<file path="src/rtl/mips_pkg.sv">
// Shared MIPS pipeline constants.
// Register file geometry and the hardwired zero register index.
package mips_pkg;

  localparam int DATA_W     = 32;
  localparam int REG_ADDR_W = 5;
  localparam int NUM_REGS   = 32;

  localparam logic [REG_ADDR_W-1:0] REG_ZERO = 5'd0;

  typedef logic [REG_ADDR_W-1:0] reg_addr_t;

endpackage

</file>
<file path="src/rtl/writeback_regfile_if.sv">
// MEM/WB entry, ID read ports and forwarding export.
// The master side is the pipeline; the slave side is the register file.
interface writeback_regfile_if
  import mips_pkg::*;
#(
  parameter int DATA_W = 32
);

  logic [DATA_W-1:0] MEMtoWB_ReadData;
  logic [DATA_W-1:0] MEMtoWB_ALU_result;
  reg_addr_t         MEMtoWB_RegDest;
  logic              MEMtoWB_MemtoReg;
  logic              MEMtoWB_RegWrite;

  reg_addr_t         ID_rs;
  reg_addr_t         ID_rt;
  logic [DATA_W-1:0] ID_ReadData1;
  logic [DATA_W-1:0] ID_ReadData2;

  logic [DATA_W-1:0] WB_WriteData;
  reg_addr_t         WB_RegDest;
  logic              WB_RegWrite;

  modport master (
    output MEMtoWB_ReadData,
    output MEMtoWB_ALU_result,
    output MEMtoWB_RegDest,
    output MEMtoWB_MemtoReg,
    output MEMtoWB_RegWrite,
    output ID_rs,
    output ID_rt,
    input  ID_ReadData1,
    input  ID_ReadData2,
    input  WB_WriteData,
    input  WB_RegDest,
    input  WB_RegWrite
  );

  modport slave (
    input  MEMtoWB_ReadData,
    input  MEMtoWB_ALU_result,
    input  MEMtoWB_RegDest,
    input  MEMtoWB_MemtoReg,
    input  MEMtoWB_RegWrite,
    input  ID_rs,
    input  ID_rt,
    output ID_ReadData1,
    output ID_ReadData2,
    output WB_WriteData,
    output WB_RegDest,
    output WB_RegWrite
  );

endinterface

</file>
<file path="src/rtl/regfile_array.sv">
// Architectural register storage with synchronous clear.
// Raw read ports only; zero masking and bypass live in the stage.
module regfile_array
  import mips_pkg::*;
#(
  parameter int DW = 32,
  parameter int NR = 32
) (
  input  logic          clk,
  input  logic          rst,
  input  logic          we,
  input  reg_addr_t     waddr,
  input  logic [DW-1:0] wdata,
  input  reg_addr_t     raddr1,
  input  reg_addr_t     raddr2,
  output logic [DW-1:0] rdata1,
  output logic [DW-1:0] rdata2
);

  logic [DW-1:0] regs [NR];

  always_ff @(posedge clk) begin
    if (!rst) begin
      for (int i = 0; i < NR; i++) begin
        regs[i] <= '0;
      end
    end else if (we && waddr != REG_ZERO) begin
      regs[waddr] <= wdata;
    end
  end

  assign rdata1 = regs[raddr1];
  assign rdata2 = regs[raddr2];

endmodule

</file>
<file path="src/rtl/writeback_regfile.sv">
// Writeback stage: result select, commit, and ID read ports
// with same-cycle write-through so ID never sees stale data.
module writeback_regfile #(
  parameter int DATA_W   = mips_pkg::DATA_W,
  parameter int NUM_REGS = mips_pkg::NUM_REGS
) (
  input logic                clk,
  input logic                rst,
  writeback_regfile_if.slave wb
);

  import mips_pkg::*;

  logic [DATA_W-1:0] wb_data;
  logic              we;
  logic [DATA_W-1:0] raw1;
  logic [DATA_W-1:0] raw2;
  logic [DATA_W-1:0] rd1;
  logic [DATA_W-1:0] rd2;

  assign wb_data = wb.MEMtoWB_MemtoReg
                 ? wb.MEMtoWB_ReadData
                 : wb.MEMtoWB_ALU_result;

  assign we = rst
            & wb.MEMtoWB_RegWrite
            & (wb.MEMtoWB_RegDest != REG_ZERO);

  regfile_array #(
    .DW (DATA_W),
    .NR (NUM_REGS)
  ) u_array (
    .clk    (clk),
    .rst    (rst),
    .we     (we),
    .waddr  (wb.MEMtoWB_RegDest),
    .wdata  (wb_data),
    .raddr1 (wb.ID_rs),
    .raddr2 (wb.ID_rt),
    .rdata1 (raw1),
    .rdata2 (raw2)
  );

  // we implies dest != 0, so the two arms never overlap
  always_comb begin
    rd1 = raw1;
    unique case (1'b1)
      (wb.ID_rs == REG_ZERO):
        rd1 = '0;
      (we && wb.ID_rs == wb.MEMtoWB_RegDest):
        rd1 = wb_data;
      default: ;
    endcase
  end

  always_comb begin
    rd2 = raw2;
    unique case (1'b1)
      (wb.ID_rt == REG_ZERO):
        rd2 = '0;
      (we && wb.ID_rt == wb.MEMtoWB_RegDest):
        rd2 = wb_data;
      default: ;
    endcase
  end

  assign wb.ID_ReadData1 = rd1;
  assign wb.ID_ReadData2 = rd2;
  assign wb.WB_WriteData = wb_data;
  assign wb.WB_RegDest   = wb.MEMtoWB_RegDest;
  assign wb.WB_RegWrite  = we;

endmodule

</file>
<file path="src/flat_wrapper.sv">
// flat-port wrapper written by rule: the top's interface ports become plain ports
module writeback_regfile_flat import mips_pkg::*;
#(
  parameter int DATA_W   = mips_pkg::DATA_W,
  parameter int NUM_REGS = mips_pkg::NUM_REGS
)
  (clk, rst, wb_MEMtoWB_ReadData, wb_MEMtoWB_ALU_result, wb_MEMtoWB_RegDest, wb_MEMtoWB_MemtoReg, wb_MEMtoWB_RegWrite, wb_ID_rs, wb_ID_rt, wb_ID_ReadData1, wb_ID_ReadData2, wb_WB_WriteData, wb_WB_RegDest, wb_WB_RegWrite);
  writeback_regfile_if #(.DATA_W(DATA_W)) wb_i ();
  input logic clk;
  input logic rst;
  input wire logic [$bits(wb_i.MEMtoWB_ReadData)-1:0] wb_MEMtoWB_ReadData;
  input wire logic [$bits(wb_i.MEMtoWB_ALU_result)-1:0] wb_MEMtoWB_ALU_result;
  input wire logic [$bits(wb_i.MEMtoWB_RegDest)-1:0] wb_MEMtoWB_RegDest;
  input wire logic [$bits(wb_i.MEMtoWB_MemtoReg)-1:0] wb_MEMtoWB_MemtoReg;
  input wire logic [$bits(wb_i.MEMtoWB_RegWrite)-1:0] wb_MEMtoWB_RegWrite;
  input wire logic [$bits(wb_i.ID_rs)-1:0] wb_ID_rs;
  input wire logic [$bits(wb_i.ID_rt)-1:0] wb_ID_rt;
  output wire logic [$bits(wb_i.ID_ReadData1)-1:0] wb_ID_ReadData1;
  output wire logic [$bits(wb_i.ID_ReadData2)-1:0] wb_ID_ReadData2;
  output wire logic [$bits(wb_i.WB_WriteData)-1:0] wb_WB_WriteData;
  output wire logic [$bits(wb_i.WB_RegDest)-1:0] wb_WB_RegDest;
  output wire logic [$bits(wb_i.WB_RegWrite)-1:0] wb_WB_RegWrite;
  assign wb_i.MEMtoWB_ReadData = wb_MEMtoWB_ReadData;
  assign wb_i.MEMtoWB_ALU_result = wb_MEMtoWB_ALU_result;
  assign wb_i.MEMtoWB_RegDest = wb_MEMtoWB_RegDest;
  assign wb_i.MEMtoWB_MemtoReg = wb_MEMtoWB_MemtoReg;
  assign wb_i.MEMtoWB_RegWrite = wb_MEMtoWB_RegWrite;
  assign wb_i.ID_rs = wb_ID_rs;
  assign wb_i.ID_rt = wb_ID_rt;
  assign wb_ID_ReadData1 = wb_i.ID_ReadData1;
  assign wb_ID_ReadData2 = wb_i.ID_ReadData2;
  assign wb_WB_WriteData = wb_i.WB_WriteData;
  assign wb_WB_RegDest = wb_i.WB_RegDest;
  assign wb_WB_RegWrite = wb_i.WB_RegWrite;
  writeback_regfile #(.DATA_W(DATA_W), .NUM_REGS(NUM_REGS)) u_core (.clk(clk), .rst(rst), .wb(wb_i));
endmodule
</file>
<file path="config.mk">
export PLATFORM = sky130hd
export DESIGN_NAME = writeback_regfile_flat
export DESIGN_NICKNAME = d
export VERILOG_FILES = /design/src/rtl/mips_pkg.sv /design/src/rtl/writeback_regfile_if.sv /design/src/rtl/regfile_array.sv /design/src/rtl/writeback_regfile.sv /design/src/flat_wrapper.sv
export SDC_FILE = /design/constraint.sdc
export NUM_CORES = 2
export LEC_CHECK = 0
export ABC_AREA = 1
export CORE_AREA = 3 3 351 353
export CTS_CLUSTER_DIAMETER = 120
export DETAILED_ROUTE_END_ITERATION = 8
export DIE_AREA = 0 0 354 356
export MAX_ROUTING_LAYER = met4
export PLACE_DENSITY = 0.67
export RECOVER_POWER = 50
export SYNTH_ARGS = -nofsm -noshare
export SYNTH_HDL_FRONTEND = slang
export SYNTH_SLANG_ARGS = --single-unit
</file>
<file path="constraint.sdc">
create_clock -name clk -period 3 [get_ports clk]
set_clock_uncertainty 0.05 [all_clocks]
set_input_delay 0.6 -clock clk [delete_from_list [all_inputs] [get_ports clk]]
set_output_delay 0.6 -clock clk [all_outputs]
set_load 0.005 [all_outputs]
</file>
==> impl_results.md <==
* Final min period at 3.05 ns
* Most frequent CP cell: buf_12
* I/O pin cnt at 185
* Worst slew pin tran at approximately 1.6 ns
* Syn Std Cell Area at 57500 µm²
* Mapped Cells at 7311
* Initial antenna violation count at 6
* CP Launch Type: primary input
* Final-report setup violation count at 4
* MaxCap Viol Count at 2
* Initial Util at a little under half
* IO Port Bufs at 184
* Vias/cell at 6.06
* Vias at around 58000
* Site row count at 127
* Worst Path Required at approximately 2.4 ns
* Pwr dens at 515 nW/µm²
* Num CTS Buffers at about 110
* Slew Limit Headroom at -6.06%
* Fin. max-slew vios at 33
* Grt ovf at 0
* Number of global-route vias before repair at 53928
* #FFs+latches synth at between 1000 and 1500
* Share of layout cells above drive strength 1 at between 10% and 20%
* TritonCTS Sinks at roughly 1000
* Post-Route WL at 262000 µm
* First-pass GRT wire length at 367000 µm
* Top_reg_cell synth: edfxtp_1
* Total core area at around 120000 µm²
* CTS tree: done
* Post-route ant nets at 0
* Sequential share of the synthesized area at 53.5%
* Post-DP HPWL at between 150000 and 200000 µm
* Hold/Removal Path Class: primary input to register
* Synth area leaders: edfxtp_1 (53%), nand2_1 (14%), nor2_1 (9.3%), nand3_1 (6.8%), o211ai_1 (3.8%)
* Total GRT Usage at 41.1%
* PnR worst setup slack at -0.0475 ns
* Clock Path Buffers at 3
* Worst Path Arrival at around 2.4 ns
* Final Hold Viols at 0
* Worst Path Max Fanout at 8
* Height of the die at 356 µm
* Async set-or-reset flop fraction in the synthesized netlist at 0%
* Htree depth at 3
* P_leak at 31.6 nW
* Fill count at 10280
* CP peak stage delay at 0.19 ns
* DR iter-0 viols at 8897
* Top-count cell post-synth: nand2_1
* Critical setup path kind: primary input to output port
* Max reg flops at 1024
* Largest reg by FF count: u_core.u_array.regs
* Die X at approximately 350 µm
* DRC at 0
* CTS clk-pin slew, worst paths at 0.06 ns
* Number of synthesized flops with an enable pin at 1024
* Yosys warns at 0
* Status: finished with violations
* Largest regs: u_core.u_array.regs x1024
* RSZ-0062 raised after global routing: true
* Peak Freq at around 0.33 GHz
* Die Area at 126000 µm²
* Synth area leader: edfxtp_1
* Cell Chain, Critical Path: buf_16, buf_12, buf_6, buf_12, buf_8, buf_4, o211ai_1, nand3_1, nand2_2, nand3_4, nand3_2, nand2_1, buf_2
* Total power at between 30 and 40 mW
* CP endpoint kind: output port
* Nets@finish at 7937
* Max VDD drop at 0.497 mV
* Syn avg cell area at 7.86 µm²
* Area Growth Syn to Fin at 29.3%
* First-pass detailed-route iteration total at 7
* Crit share post-route at 102%
* Post-synth top area share at 53.5%
* Failing checks: max-capacitance violations, max-slew violations, negative setup slack
* CP max-delay cell: o211ai_1
* Hold path depth at 7
* Largest net degree at the start of global routing at 54
* GPL Wtd Cong at ~0.98
* DP Worst Slack at -0.687 ns
* Netlist cell types at 26
* Hold Buf Count CTS at 0
* Wire length per cell at around 27 µm
* Root Buffer: clkbuf_16
* Synth cell count leaders: nand2_1 (2177), nor2_1 (1428), edfxtp_1 (1024), nand3_1 (778), inv_1 (411)
[where the power goes]
part / switching, mW / internal, mW
Sequential: 0.382 / 16.5
Clock: 5.97 / 8.19
Combinational: 4.65 / 2.59
Total: 11.0 / 27.3
[cell type report]
class	count	area, µm²	share of cell area [%]
diodes	7	17.5	0.0236
well taps	1612	2020	2.71
multi-input cells	5269	24600	33.1
clock buffers	143	3030	4.07
flip-flops and latches	1024	30700	41.3
clock inverters	64	637	0.856
repair buffers	1023	11700	15.7
inverters	422	1650	2.21
[cells by family after synthesis]
| kind of cell | after synthesis | share of synthesized area [%] |
|---|---|---|
| AND/OR/NAND/NOR | 4440 | 30.9 |
| buffers and inverters | 1049 | 7.32 |
| flip-flops | 1024 | 53.5 |
| AO/OA/AOI/OAI | 792 | 8.19 |
| XOR/XNOR | 5 | 0.0762 |
| other | 1 | 0.00652 |
[worst paths after layout]
| kind | startpoint | end |
|---|---|---|
| setup / recovery | wb_ID_rs[0] | wb_ID_ReadData1[25] |
| hold / removal | wb_MEMtoWB_RegDest[2] | u_core.u_array.regs[8][23]$_SDFFCE_PN0P_ |
[worst max-delay path: cells and delay by family]
kind | cells | cell delay (ns)
AO/OA/AOI/OAI | 1 | 0.19
AND/OR/NAND/NOR | 5 | 0.59
buffers and inverters | 7 | 1.00
[metrics by stage]
stage	cells	setup TNS, ns	utilization, %	hold slack [ns]	cell area [µm²]
2_1_floorplan	7342	0	-	0.843	57600
3_3_place_gp	9185	-38.03	56.1	1.49	67300
3_5_place_dp	9185	-40.29	56.1	1.51	67300
4_1_cts	9515	-0.685	61.5	0.739	73900
5_1_grt	9564	-0.832	61.9	0.794	74400
6_report	9564	-0.0980	61.9	0.788	74400
[cell usage in the layout (no fill, tap or decap), types with 203 or more instances in the layout]
cell / netlist / final
buf_4: 6 / 409
nand3_1: 778 / 616
o211ai_1: 294 / 294
buf_12: 0 / 203
nand2_1: 2177 / 2094
inv_1: 411 / 409
a21oi_1: 319 / 274
edfxtp_1: 1024 / 1024
nor2_1: 1428 / 1415
[timing repair]
action / 4_1_cts / 5_1_grt
pin swaps: 151 / 151
gates resized for setup: 525 / 235
cloned: 25 / 18
buffers inserted: 108 / 37
setup endpoints to repair: 65 / 65
[routing by layer]
metal | GRT usage, % | vias up | share of wire (%)
li1 | - | 25140 | -
met1 | 52.1 | 27234 | 36
met2 | 59.0 | 4562 | 42
met3 | 11.6 | 1036 | 15
met4 | 23.8 | 0 | 7.4
met5 | - | - | 0
No activity file was read; power rests on OpenSTA's default activity.
